[config.mk]
export PLATFORM = sky130hd
export DESIGN_NAME = decimal_key_entry_flat
export DESIGN_NICKNAME = d
export VERILOG_FILES = /design/src/rtl/decimal_key_entry_if.sv /design/src/rtl/decimal_key_entry.sv /design/src/flat_wrapper.sv
export SDC_FILE = /design/constraint.sdc
export NUM_CORES = 1
export LEC_CHECK = 0
export ABC_AREA = 0
export BUFFER_PORTS_ARGS = -buffer_cell sky130_fd_sc_hd__buf_2
export CAP_MARGIN = 15
export CORE_MARGIN = 1.5
export CORE_UTILIZATION = 55
export CTS_CLUSTER_SIZE = 25
export DETAILED_ROUTE_END_ITERATION = 10
export HOLD_SLACK_MARGIN = 0.05
export PLACE_DENSITY = 0.84
export SLEW_MARGIN = 10
export SYNTH_ARGS = -nofsm -noshare
export SYNTH_HDL_FRONTEND = slang
export SYNTH_SLANG_ARGS = --single-unit
[constraint.sdc]
create_clock -name clk -period 3.5 [get_ports clk]
set_input_delay 0.175 -clock clk [delete_from_list [all_inputs] [get_ports clk]]
set_output_delay 0.175 -clock clk [all_outputs]
set_load 0.05 [all_outputs]
[src/rtl/decimal_key_entry_if.sv]
// Key-entry bus: strobed PS/2 scan-code bytes in, committed value out.
// Ports: key_code/key_valid (in), value, value_valid, digit_count,
//        busy, overflow_err (out). master = key source, slave = block.
interface decimal_key_entry_if #(
   parameter int N_DIGITS = 2,
   parameter int OUT_W    = 7
);
   localparam int CW = $clog2(N_DIGITS + 1);

   logic [7:0]       key_code;
   logic             key_valid;
   logic [OUT_W-1:0] value;
   logic             value_valid;
   logic [CW-1:0]    digit_count;
   logic             busy;
   logic             overflow_err;

   modport master (
      output key_code,
      output key_valid,
      input  value,
      input  value_valid,
      input  digit_count,
      input  busy,
      input  overflow_err
   );

   modport slave (
      input  key_code,
      input  key_valid,
      output value,
      output value_valid,
      output digit_count,
      output busy,
      output overflow_err
   );
endinterface

[src/rtl/decimal_key_entry.sv]
// PS/2 set-2 decimal entry: buffers digits, converts to binary on Enter.
// Ports: clk, reset (async active-low), kif (slave side of key bus).
module decimal_key_entry #(
   parameter int N_DIGITS = 2,
   parameter int OUT_W    = 7
) (
   input logic                clk,
   input logic                reset,
   decimal_key_entry_if.slave kif
);
   localparam int CW = $clog2(N_DIGITS + 1);
   localparam int BW = 4 * N_DIGITS;
   localparam logic [OUT_W-1:0] TEN = OUT_W'(10);

   typedef enum logic [1:0] {
      MAKE,
      BREAK,
      EXT,
      CONV
   } state_t;

   state_t           r_state;
   logic [BW-1:0]    r_buf;
   logic [CW-1:0]    r_cnt;
   logic [CW-1:0]    r_rem;
   logic [OUT_W-1:0] r_acc;
   logic [OUT_W-1:0] r_value;
   logic             r_valid;
   logic             r_busy;
   logic             r_ovf;

   logic             w_is_dig;
   logic [3:0]       w_dig;
   logic             w_f0;
   logic             w_e0;
   logic             w_bs;
   logic             w_esc;
   logic             w_ent;
   logic [CW-1:0]    w_idx;
   logic [3:0]       w_cur;

   always_comb begin
      w_is_dig = 1'b1;
      w_dig    = 4'd0;
      unique case (kif.key_code)
         8'h45:   w_dig = 4'd0;
         8'h16:   w_dig = 4'd1;
         8'h1E:   w_dig = 4'd2;
         8'h26:   w_dig = 4'd3;
         8'h25:   w_dig = 4'd4;
         8'h2E:   w_dig = 4'd5;
         8'h36:   w_dig = 4'd6;
         8'h3D:   w_dig = 4'd7;
         8'h3E:   w_dig = 4'd8;
         8'h46:   w_dig = 4'd9;
         default: w_is_dig = 1'b0;
      endcase
   end

   assign w_f0  = (kif.key_code == 8'hF0);
   assign w_e0  = (kif.key_code == 8'hE0);
   assign w_bs  = (kif.key_code == 8'h66);
   assign w_esc = (kif.key_code == 8'h76);
   assign w_ent = (kif.key_code == 8'h5A);

   // Nibble 0 is the newest digit, so the oldest pending digit
   // during conversion sits at position r_rem-1.
   assign w_idx = r_rem - CW'(1);

   always_comb begin
      w_cur = 4'd0;
      for (int i = 0; i < N_DIGITS; i++) begin
         if (w_idx == CW'(i)) w_cur = r_buf[4*i +: 4];
      end
   end

   always_ff @(posedge clk or negedge reset) begin
      if (!reset) begin
         r_state <= MAKE;
         r_buf   <= '0;
         r_cnt   <= '0;
         r_rem   <= '0;
         r_acc   <= '0;
         r_value <= '0;
         r_valid <= 1'b0;
         r_busy  <= 1'b0;
         r_ovf   <= 1'b0;
      end else begin
         r_valid <= 1'b0;
         r_ovf   <= 1'b0;
         unique case (r_state)
            CONV: begin
               // k accumulate edges, then one commit edge.
               if (r_rem != '0) begin
                  r_acc <= r_acc * TEN + OUT_W'(w_cur);
                  r_rem <= w_idx;
               end else begin
                  r_value <= r_acc;
                  r_valid <= 1'b1;
                  r_buf   <= '0;
                  r_cnt   <= '0;
                  r_busy  <= 1'b0;
                  r_state <= MAKE;
               end
            end
            BREAK: begin
               if (kif.key_valid) r_state <= MAKE;
            end
            EXT: begin
               if (kif.key_valid) begin
                  r_state <= w_f0 ? BREAK : MAKE;
               end
            end
            MAKE: begin
               if (kif.key_valid) begin
                  unique case (1'b1)
                     w_f0: r_state <= BREAK;
                     w_e0: r_state <= EXT;
                     w_is_dig: begin
                        if (r_cnt == CW'(N_DIGITS)) begin
                           r_ovf <= 1'b1;
                        end else begin
                           r_buf <= (r_buf << 4) | BW'(w_dig);
                           r_cnt <= r_cnt + CW'(1);
                        end
                     end
                     w_bs: begin
                        if (r_cnt != '0) begin
                           r_buf <= r_buf >> 4;
                           r_cnt <= r_cnt - CW'(1);
                        end
                     end
                     w_esc: begin
                        r_buf <= '0;
                        r_cnt <= '0;
                     end
                     w_ent: begin
                        if (r_cnt != '0) begin
                           r_rem   <= r_cnt;
                           r_acc   <= '0;
                           r_busy  <= 1'b1;
                           r_state <= CONV;
                        end
                     end
                     default: ;
                  endcase
               end
            end
         endcase
      end
   end

   assign kif.value        = r_value;
   assign kif.value_valid  = r_valid;
   assign kif.digit_count  = r_cnt;
   assign kif.busy         = r_busy;
   assign kif.overflow_err = r_ovf;
endmodule

[src/flat_wrapper.sv]
// flat-port wrapper written by rule: the top's interface ports become plain ports
module decimal_key_entry_flat 
#(
   parameter int N_DIGITS = 2,
   parameter int OUT_W    = 7
)
  (clk, reset, kif_key_code, kif_key_valid, kif_value, kif_value_valid, kif_digit_count, kif_busy, kif_overflow_err);
  decimal_key_entry_if #(.N_DIGITS(N_DIGITS), .OUT_W(OUT_W)) kif_i ();
  input logic clk;
  input logic reset;
  input wire logic [$bits(kif_i.key_code)-1:0] kif_key_code;
  input wire logic [$bits(kif_i.key_valid)-1:0] kif_key_valid;
  output wire logic [$bits(kif_i.value)-1:0] kif_value;
  output wire logic [$bits(kif_i.value_valid)-1:0] kif_value_valid;
  output wire logic [$bits(kif_i.digit_count)-1:0] kif_digit_count;
  output wire logic [$bits(kif_i.busy)-1:0] kif_busy;
  output wire logic [$bits(kif_i.overflow_err)-1:0] kif_overflow_err;
  assign kif_i.key_code = kif_key_code;
  assign kif_i.key_valid = kif_key_valid;
  assign kif_value = kif_i.value;
  assign kif_value_valid = kif_i.value_valid;
  assign kif_digit_count = kif_i.digit_count;
  assign kif_busy = kif_i.busy;
  assign kif_overflow_err = kif_i.overflow_err;
  decimal_key_entry #(.N_DIGITS(N_DIGITS), .OUT_W(OUT_W)) u_core (.clk(clk), .reset(reset), .kif(kif_i));
endmodule
# Yosys cells after proc, flatten, opt, wreduce, memory -nomap -nowiden
# Cells that the tools add are included.
# Widths: inputs -> output; s select.
dict set report classes {
  addsub 4
  mul 1
  n_eq_ne 32
  muxes 44
  n_bitwise 2
  reduce_logical 11
}
# cell count
set ops {}
lappend ops {{$eq 8x6->1 const B} 6}
lappend ops {{$eq 8x7->1 const B} 5}
lappend ops {{$pmux 4 s9} 1}
lappend ops {{$mux 8} 4}
lappend ops {{$mux 7} 4}
lappend ops {{$mux 2} 12}
lappend ops {{$pmux 8 s3} 1}
lappend ops {{$eq 8x5->1 const B} 2}
lappend ops {{$eq 8x8->1 const B} 2}
lappend ops {{$pmux 8 s2} 1}
lappend ops {{$pmux 7 s2} 1}
lappend ops {{$mux 1} 12}
lappend ops {{$pmux 2 s3} 2}
lappend ops {{$reduce_and 6->1} 2}
lappend ops {{$reduce_and 5->1} 2}
lappend ops {{$reduce_or 10->1} 1}
lappend ops {{$ne 3x3->1 const B} 3}
lappend ops {{$mux 4} 2}
lappend ops {{$ne 2x2->1 const B} 4}
lappend ops {{$ne 4x1->1 const B} 2}
lappend ops {{$or 8x4->8} 1}
lappend ops {{$pmux 2 s2} 2}
lappend ops {{$pmux 2 s4} 1}
lappend ops {{$add 7x4->7} 1}
lappend ops {{other kinds (11)} 20}
dict set report word_totals {
  regBits 31
  input_bits 11
  out_inout_bits 12
  word_cells 103
}

# Longest topological paths before layout
# Gate-level depths: netlist of run 1.
dict set report depth {
  ltp_word 7
  ltp_mapped 11
  depth_no_buf 11
}

# Worst setup path after synthesis of run 1
# No wires, ideal clock.
dict set report synth_path {
  path_type {register -> register}
  from {register u_core.r_state[0]}
  to {register u_core.r_buf[0]}
  setup_time_ns 0.125
  t_arrival_ns 2.042
  path_slack_ns 1.333
  stages_incl_launch_ff 10
  period_less_slack_ns 2.167
  cell_sequence {dfrtp_1 -> inv_1 -> ha_1 -> clkbuf_1 -> nor2b_1 -> nor3_1 -> o41a_1 -> o31ai_2 -> a21oi_4 -> mux2_2}
}
dict set report synth_between {
  elab_chain_len 3
  elab_cells_between_ends 10
}
# item line
set synth_rtl {}
lappend synth_rtl {{start: declaration} decimal_key_entry.sv:22} ;# state_t r_state;
lappend synth_rtl {{start signal: assignment} decimal_key_entry.sv:111} ;# r_state <= w_f0 ? BREAK : MAKE;
lappend synth_rtl {{$logic_not 2->1 / $eq 2x2->1 (equally long branches)} decimal_key_entry.sv:91} ;# unique case (r_state)
lappend synth_rtl {{$ne 4x1->1 (no source line) (tied with other cells)} -}
lappend synth_rtl {{$reduce_and 6->1 (no source line)} -}
lappend synth_rtl {{end signal: assignment} decimal_key_entry.sv:123} ;# r_buf <= (r_buf << 4) | BW'(w_dig);
lappend synth_rtl {{end signal: assignment} decimal_key_entry.sv:129} ;# r_buf <= r_buf >> 4;
lappend synth_rtl {{end: declaration} decimal_key_entry.sv:23} ;# logic [BW-1:0] r_buf;
# Several ways; a longest one is shown, not always the timed one.
# A chain may end at the register's enable or synchronous reset.

# Final worst setup path of run 1
dict set report layout_path {
  from {register u_core.r_state[0]}
  to {register u_core.r_buf[1]}
}
# The elaborated chain is that of the path after synthesis.

==> results of run 1 <==
-- how the worst max path moves through the flow --
stage | startpoint | endpoint | slack (ns)
2_1_floorplan | u_core.r_state[0] | u_core.r_buf[0] | 1.33
3_3_place_gp | u_core.r_state[0] | u_core.r_buf[3] | 1.07
3_5_place_dp | u_core.r_state[0] | u_core.r_buf[1] | 0.97
4_1_cts | u_core.r_state[0] | u_core.r_buf[1] | 0.93
5_1_grt | u_core.r_state[0] | u_core.r_buf[1] | 0.69
6_report | u_core.r_state[0] | u_core.r_buf[1] | 0.92
-- placed cells by master (no fill, tap or decap), types with 2 or more instances in the layout --
cell	n
sky130_fd_sc_hd__buf_2	22
sky130_fd_sc_hd__dfrtp_1	31
sky130_fd_sc_hd__o31ai_1	7
sky130_fd_sc_hd__ha_1	14
sky130_fd_sc_hd__and3_1	2
sky130_fd_sc_hd__a21o_1	3
sky130_fd_sc_hd__nor3b_1	3
sky130_fd_sc_hd__a22o_1	5
sky130_fd_sc_hd__o21ai_0	14
sky130_fd_sc_hd__clkbuf_8	6
sky130_fd_sc_hd__xor2_1	3
sky130_fd_sc_hd__nand3b_1	2
sky130_fd_sc_hd__nor2b_1	8
sky130_fd_sc_hd__o22ai_1	2
sky130_fd_sc_hd__mux2i_1	2
sky130_fd_sc_hd__a21oi_1	8
sky130_fd_sc_hd__nand2_1	27
sky130_fd_sc_hd__xnor2_1	6
sky130_fd_sc_hd__nor3_1	3
sky130_fd_sc_hd__mux2_2	10
sky130_fd_sc_hd__fa_1	2
sky130_fd_sc_hd__a31oi_1	2
sky130_fd_sc_hd__nor2_1	14
sky130_fd_sc_hd__inv_1	15
-- layout make-up --
cell class,count,area (µm²)
clock buffer,6,82.6
fill,299,1370
tap,48,60.1
timing repair buffer,23,120
clock inverter,1,5.00
sequential,31,776
inverter,15,56.3
multi-input combinational,163,1190
-- metrics by stage --
stage | hold WS (ns) | utilization [%] | cells
2_1_floorplan | -0.121 | - | 217
3_3_place_gp | 0.245 | 59.9 | 279
3_5_place_dp | 0.256 | 59.9 | 279
4_1_cts | 0.191 | 62.6 | 287
5_1_grt | 0.205 | 62.6 | 287
6_report | 0.191 | 62.6 | 287
-- kinds of logic after synthesis --
family,Yosys count,synth area share [%]
and+or+nand+nor,75,19.6
xor gates and xnor gates,9,3.78
DFF,31,37.2
AOI/OAI and AO/OA,51,17.1
buffers and inverters,23,5.58
muxes,12,6.36
adders and majority gates,16,10.3
-- flip-flops by register name (all words and copies together) (netlist names) --
name and flops:
u_core.r_state 2, u_core.kif.overflow_err 1, u_core.kif.value_valid 1, u_core.kif.busy 1, u_core.kif.value 7, u_core.r_acc 7, u_core.kif.digit_count 2, u_core.r_buf 8
u_core.r_rem 2
-- synth_stat cells, types with 3 or more instances --
master	n
sky130_fd_sc_hd__a21o_1	3
sky130_fd_sc_hd__a21oi_1	8
sky130_fd_sc_hd__a22o_1	5
sky130_fd_sc_hd__buf_6	3
sky130_fd_sc_hd__dfrtp_1	31
sky130_fd_sc_hd__ha_1	14
sky130_fd_sc_hd__inv_1	15
sky130_fd_sc_hd__mux2_2	10
sky130_fd_sc_hd__nand2_1	27
sky130_fd_sc_hd__nor2_1	14
sky130_fd_sc_hd__nor2b_1	8
sky130_fd_sc_hd__nor3_1	3
sky130_fd_sc_hd__nor3b_1	3
sky130_fd_sc_hd__o21ai_0	14
sky130_fd_sc_hd__o31ai_1	7
sky130_fd_sc_hd__xnor2_1	6
sky130_fd_sc_hd__xor2_1	3
-- report_power, final --
group / switching [mW] / internal (mW) / leakage [nW]
clock network: 0.132 / 0.154 / 0.0470
logic: 0.268 / 0.119 / 0.619
registers: 0.0288 / 0.388 / 0.422
-- per-layer routing --
layer	wire length, µm	track usage (%)	up-vias	part of all wire (%)
li1	-	-	812	-
met1	1870	27.5	786	45
met2	2030	39.2	36	49
met3	155	5.56	8	3.7
met4	76	8.24	0	1.8
met5	0	0	-	0
-- worst register-to-register path: cells and delay by family, from the launching register on --
family	cells	cell delay [ns]
and+or+nand+nor	2	0.62
buffers and inverters	1	0.08
AOI/OAI and AO/OA	3	0.60
adders and majority gates	1	0.42
DFF	1	0.39
muxes	1	0.36
==> metrics list, run 1 <==
* Result of the run: finished, final reports clean
* Iteration count of the initial detailed-routing pass: 4
- Hold violation count in the final report: 0
* Type of the setup path with the least slack: reg -> reg
- Entering global routing, the biggest net connects 32 pins.
* Number of setup violations in the final report: 0
- The number of setup buffers added after CTS is 0.
* Top FF cell, synth: sky130_fd_sc_hd__dfrtp_1
* TNS Setup: 0 ns
- At the worst endpoint, the arrival time is ~2.8 ns.
- After layout, the worst path uses between 70% and 80% of the clock period.
- Number of max-cap violations: 0
* CTS-repair resized insts: 0
- Cts-stage hold buffer count: 1
- Measured against its own limit, the worst slew margin works out to a little over half.
- Leading area contributor after synthesis: sky130_fd_sc_hd__dfrtp_1
* Die area: between 4000 and 5000 µm²
- Number of synthesized flops with an enable pin: 0
- Summed over all layers, the global routing overflow is 0.
* Worst clock skew: around 0.0033 ns
* Yosys reg bits: 31
- Sequential elements use between 30% and 40% of the synthesized area.
- Die Height: between 60 and 70 µm
- Once layout is done, the placed cells without fillers occupy between 2000 and 2500 µm².
- TritonCTS built the clock tree.
* Via count of the first global-routing pass: between 1500 and 2000
* Power density over the cells: approximately 480 nW/µm²
* Worst setup margin: 0.916 ns
* Clk buf depth: 2
- Subtracting the final worst setup slack from the clock period gives around 2.6 ns.
- Initial core utilization: 56.9%
- In this run the most critical hold path is launched from kif_key_valid.
* Number of violations reported at the end of detailed-routing iteration 0: 98
- Mean routed wirelength per cell: 14.4 µm
* Post-Syn Area: 2080 µm²
- Counting every sink on the clock net gives 31.
- Capture point of the worst reg-to-reg path: u_core.r_buf[1]
* Hold EP: u_core.kif.overflow_err
- At the worst endpoint, the required time is ~3.7 ns.
- Category of cells accounting for the largest share of critical-path delay: simple AND/OR/NAND/NOR gates
- The core region is around 3700 µm².
- Worst supply voltage drop on vdd: 0.206 mV
- The detailed router placed about 1600 vias in this run.
- Syn. warnings: 0
- Averaged over all synthesized cells, the footprint is ~9.6 µm².
- Reg2reg setup slack: around 0.92 ns
- Worst Hold Class: in -> reg
- Derived from the worst setup path, the maximum achievable clock frequency is 0.387 GHz.
- At the pin with the least slew margin, the transition time is between 0.6 and 0.7 ns.
- Power consumption: 1.09 mW
* Number of antenna violations at the first check in global routing: 0
- Placed wire-length estimate after detailed placement: 3030 µm
- Cells with a size suffix above 1 make up ~21% of the layout.
- Min-Delay Path Depth: 2
- Overall global routing resource usage: a little under a quarter
- RSZ-0062 raised after global routing: no
- Yosys attributes the largest share of cell area to sky130_fd_sc_hd__dfrtp_1 37%, sky130_fd_sc_hd__ha_1 8.4%, sky130_fd_sc_hd__mux2_2 5.4%.
- The worst setup path is captured at a flop.
- Worst-skew pair later-pin latency: around 0.28 ns
* First-pass GRT wire length: 7360 µm
- The cell sitting at the root of the clock tree is a sky130_fd_sc_hd__clkbuf_8.
* Quantity of I/O buffers inserted on ports: 22
* Horizontal die dimension: 64.6 µm
- Buffers inserted during clock tree synthesis total 5.
* I/O pin count: 23
- Sort of element at the start of the critical path: flop
- On the critical path, the stage with the largest delay is an instance of sky130_fd_sc_hd__ha_1.
- R2r worst-path depth: 8
- In the synthesized netlist the async set-or-reset flop fraction comes to 100%.
* Number of cells on the critical path: 8
- Number of placement rows: 22
* Fin. max-slew vios: 0
- Worst path cell trace: inv_1 -> ha_1 -> nor2b_1 -> nor3_1 -> o41a_1 -> o31ai_2 -> a21oi_4 -> mux2_2
- Reg2reg start: u_core.r_state[0]
- Number of levels the H-tree was split into: 2
* Weighted congestion reported at the end of routability-driven placement: slightly above 0.8
* Area share of the largest cell type after synthesis: ~37%
- Worst slack at placement: just under 1 ns
* P&R area growth vs syn: 9.96%
- Cell count after synthesis: 217
- Together, buffers and inverters on the worst path number 1.
- Final wirelength: roughly 4100 µm
- Placed standard-cell area: between 2000 and 2500 µm²
- The number of nets in the synthesized netlist is about 240.
* Via density per instance: between 5 and 6
- Inserted Diodes: 0
* Cell leakage power: between 1 and 1.5 nW
- In the final design database the tool counted roughly 270 nets.
- In this run the worst path has a maximum fanout of 17.
* Highest cell delay on the worst timing path: around 0.42 ns
- After clock tree synthesis, the clock-pin slew on the worst setup and hold paths is roughly 0.07 ns.
* Antenna viol nets, final: 0
- The synthesized netlist contains 52 unique library cells.
* Post-detailed-route DRC marker count: 0
No activity file was read; power rests on OpenSTA's default activity.
==> run 2: changes to the inputs <==
--- a/config.mk
+++ b/config.mk
@@ -5,11 +5,11 @@
 export SDC_FILE = /design/constraint.sdc
 export NUM_CORES = 1
 export LEC_CHECK = 0
-export ABC_AREA = 0
+export ABC_AREA = 1
 export BUFFER_PORTS_ARGS = -buffer_cell sky130_fd_sc_hd__buf_2
 export CAP_MARGIN = 15
 export CORE_MARGIN = 1.5
-export CORE_UTILIZATION = 55
+export CORE_UTILIZATION = 53
 export CTS_CLUSTER_SIZE = 25
 export DETAILED_ROUTE_END_ITERATION = 10
 export HOLD_SLACK_MARGIN = 0.05
==> constraint.sdc (replaced) <==
create_clock -name clk -period 2.1 [get_ports clk]
set_input_delay 0.105 -clock clk [delete_from_list [all_inputs] [get_ports clk]]
set_output_delay 0.105 -clock clk [all_outputs]
set_load 0.05 [all_outputs]
==> run 2 against run 1 <==
Compared with the run above:
- register-to-register slack got worse by 0.78 ns
- cell count is 29% higher
- hold slack worse by 0.13 ns
==> metrics list, run 2 <==
* Result of the run: finished, final reports clean
- The total count of max-transition violations in the final report was 0 (unchanged).
* Adder and majority cell fraction of the synthesized area: 9.56% (-0.77 points)
* Yosys reg bits: 31 (unchanged)
- The count of different cell masters after synthesis was 32 (-38%).
* Die Height: 68.2 µm (+5.6%)
- Highest cell delay on the worst timing path: 0.36 ns (-0.06 ns)
- The number of warnings issued by yosys was 0 (unchanged).
* Worst hold slack: 0.0639 ns (-0.127 ns)
- The count of fill cells added during filler insertion was 346 (+16%).
- The share of final-layout standard cells stronger than drive strength 1 came to 22.1% (+1.6 points).
* Area share of the largest cell type after synthesis: 34.4% (-2.8 points)
- The peak supply drop was 0.424 mV (+110%).
- The filler-free cell count of the finished design is 371 (+29%).
* Die area: 4650 µm² (+12%)
- The overflow left after global routing is 0 (unchanged).
- The number of nets in the finished design came to 347 (+30%).
- Register with the most flip-flops: u_core.r_buf
- Placed wire-length estimate after detailed placement: 3700 µm (+22%)
- Worst rel slew slack: 53.1% (-1.3 points)
* Mean routed wirelength per cell: 13.5 µm (-6.2%)
* Number of sinks driven by the clock tree: 31 (unchanged)
- Share of the synthesized netlist area taken by xor and xnor gates: 3.11% (-0.67 points)
- P&R area growth vs syn: 14.7%
* Worst path cell trace: inv_1 -> ha_2 -> inv_2 -> nand3_1 -> nand2_1 -> ha_1 -> inv_1 -> fa_2 -> o22ai_2 -> xor2_1 -> o22ai_1
* Post-Syn Area: 2250 µm² (+8.0%)
- Largest family of logic cells by synthesized area: simple AND/OR/NAND/NOR gates
- Root buf cell: sky130_fd_sc_hd__clkbuf_8
- Number of max-cap violations: 0 (unchanged)
- The net count after synthesis is 318 (+30%).
* Period minus WS final: 1.96 ns (-0.620 ns)
* End-of-flow core utilization: 64.1% (+1.5 points)
- Asr flop ratio synth: 100% (unchanged)
* TNS Setup: 0 ns (unchanged)
* Number of antenna violations at the first check in global routing: 0 (unchanged)
- The tightest min-delay check is of the in -> reg type.
- The largest net degree at the start of global routing came to 32 (unchanged).
- The wire length of the first global-routing pass was 8380 µm (+14%).
- The residual antenna-violating net count after detailed routing came to 0 (unchanged).
* Highest-count cells in the layout ignoring fill and taps: 85 x sky130_fd_sc_hd__nand2_1, 35 x sky130_fd_sc_hd__inv_1, 31 x sky130_fd_sc_hd__dfrtp_1
- The critical path required time came to 2.26 ns (-1.41 ns).
- Average cell area after synthesis: 7.74 µm² (-19%)
- Dominant cell by count in the synthesized netlist: sky130_fd_sc_hd__nand2_1
- The die span in x came to 68.2 µm (+5.6%).
* Final wirelength: 5010 µm (+21%)
- Quantity of I/O buffers inserted on ports: 22 (unchanged)
- The final instance area is 2580 µm² (+13%).
- Clock transition at the registers of the reported paths: 0.07 ns (about the same)
- The number of design-rule violations left by the first detailed-router iteration came to 140 (+43%).
* Leading area contributor after synthesis: sky130_fd_sc_hd__dfrtp_1
- The slew at the pin closest to its max-slew limit is 0.704 ns (+0.0197 ns).
- Hold wc startpoint: kif_key_valid
* Cell count after synthesis: 291 (+34%)
- The number of cells in the design after placement is 361 (+29%).
* Number of synthesized flops with an enable pin: 0 (unchanged)
- Fmax: 0.509 GHz (+32%)
- The via count of the first global-routing pass is 1941 (+16%).
- Power density over the cells: 1130 nW/µm² (+140%)
- Top FF cell, synth: sky130_fd_sc_hd__dfrtp_1
- Number of setup violations in the final report: 0 (unchanged)
- Number of levels the H-tree was split into: 2 (unchanged)
- The routability-driven placement congestion ratio was 0.844 (+4.6%).
- Most frequent CP cell: sky130_fd_sc_hd__inv_1
* Period utilisation layout: 93.5% (+20 points)
- The sequential fraction of the synthesis area is 34.4% (-2.8 points).
- Worst clock skew: 0.00702 ns (+0.00370 ns)
- The post-synthesis compound-gate area fraction is 8.33% (-8.8 points).
- The antenna cell count is 0 (unchanged).
- The library cell used most frequently in the layout, excluding fill and tap cells, is sky130_fd_sc_hd__nand2_1.
* Hold violation count in the final report: 0 (unchanged)
- Number of placement rows: 23 (+4.5%)
* Sort of element at the start of the critical path: flop
* Type of the setup path with the least slack: reg -> reg
- The largest fanout of any net on the critical path is 5 (-12).
- Cell types with the largest area share after synthesis: sky130_fd_sc_hd__dfrtp_1 34%, sky130_fd_sc_hd__nand2_1 14%, sky130_fd_sc_hd__ha_1 7.8%
- Overall global routing resource usage: 24.0% (+1.3 points)
- TritonCTS clock tree: yes
- Placed standard-cell area: 2400 µm² (+9.4%)
- The post-synthesis mux area share is 0% (-6.4 points).
- The largest buffer count on any clock path is 2 (unchanged).
- Most frequent cells after synthesis: 85 x sky130_fd_sc_hd__nand2_1, 36 x sky130_fd_sc_hd__inv_1, 31 x sky130_fd_sc_hd__dfrtp_1
- Iteration count of the initial detailed-routing pass: 6 (+2)
- The clock buffer count from CTS was 5 (unchanged).
- Number of flip-flops in the largest register: 8 (unchanged)
* Critical path's slowest cell: sky130_fd_sc_hd__dfrtp_1
- Simple-gate area share of the yosys netlist: 35.7% (+16 points)
* Worst-skew pair later-pin latency: 0.28 ns (about the same)
* Type of element capturing the critical path: flop
- Worst path buffer plus inverter count: 3 (+2)
- The effective utilization at floorplan was 55.9% (-1.0 points).
* Detailed-route via count: 1994 (+21%)
- Via density per instance: 5.37 (-6.1%)
- I/O pin count: 23 (unchanged)
* Cell leakage power: 1.37 nW (+26%)
* Post-detailed-route DRC marker count: 0 (unchanged)
- The worst endpoint data arrival time is 2.13 ns (-0.63 ns).
- Critical Path Start: u_core.r_rem[0]
- Category of cells accounting for the largest share of critical-path delay: adder cells
* Core region area: 4030 µm² (+10%)
* Reg2reg start: u_core.r_rem[0]
-- run 2: repair_timing --
item                       4_1_cts  5_1_grt
setup endpoints to repair        2        2
setup buffers                    0        1
gates resized for setup          2        8
hold buffers                     1        0
hold endpoints to repair        31        0
-- run 2: per-stage QoR --
stage	worst slack (ns)	total power, mW
2_1_floorplan	0.154	1.91
3_3_place_gp	0.102	2.15
3_5_place_dp	-0.0217	2.19
4_1_cts	0.0357	2.83
5_1_grt	-0.0229	3.13
6_report	0.135	2.92
-- run 2: layer usage --
| metal | global-route usage (%) | vias up | part of all wire (%) |
|---|---|---|---|
| li1 | - | 994 | - |
| met1 | 30.1 | 932 | 45 |
| met2 | 41.9 | 62 | 49 |
| met3 | 5.59 | 6 | 5.0 |
| met4 | 5.00 | 0 | 0.76 |
| met5 | 0 | - | 0 |
-- run 2: final cells by class --
cell class | count | area [µm²] | area share, %
multi-input combinational | 215 | 1320 | 51.2
timing repair buffer | 28 | 158 | 6.10
clock buffer | 6 | 82.6 | 3.20
inverter | 39 | 146 | 5.67
clock inverter | 2 | 35.0 | 1.36
tap | 50 | 62.6 | 2.42
sequential | 31 | 776 | 30.0
-- run 2: logic make-up (layout without fill, tap and decap cells) --
| kind of cell | Yosys count | after routing |
|---|---|---|
| buffers and inverters | 45 | 75 |
| flip-flops | 31 | 31 |
| adder cells (fa/ha/maj) | 16 | 16 |
| AO/OA/AOI/OAI | 34 | 34 |
| AND/OR/NAND/NOR | 157 | 157 |
| XOR/XNOR | 8 | 8 |
-- run 2: tightest hold or removal path, cell delays in order --
cell,delay [ns]
sky130_fd_sc_hd__buf_2,0.11
sky130_fd_sc_hd__inv_1,0.06
sky130_fd_sc_hd__nor2_1,0.04
-- run 2: path summary, 6_finish.rpt --
path / end / slack [ns] / depth (start not counted)
min in group asynchronous: u_core.kif.value_valid / 0.41 / 2
hold / removal: u_core.kif.overflow_err / 0.06 / 3
max in group asynchronous: u_core.r_rem[0] / 1.23 / 2
hold reg to reg: u_core.kif.value[6] / 0.47 / 2
setup / recovery: u_core.r_acc[5] / 0.14 / 11
setup reg to reg: u_core.r_acc[5] / 0.14 / 11
-- run 2: power by group --
part | internal (mW) | total, mW | leakage (nW) | switching (mW)
logic | 0.512 | 1.47 | 0.898 | 0.955
registers | 0.731 | 0.848 | 0.409 | 0.117
clock network | 0.384 | 0.609 | 0.0612 | 0.225
total | 1.63 | 2.92 | 1.37 | 1.30
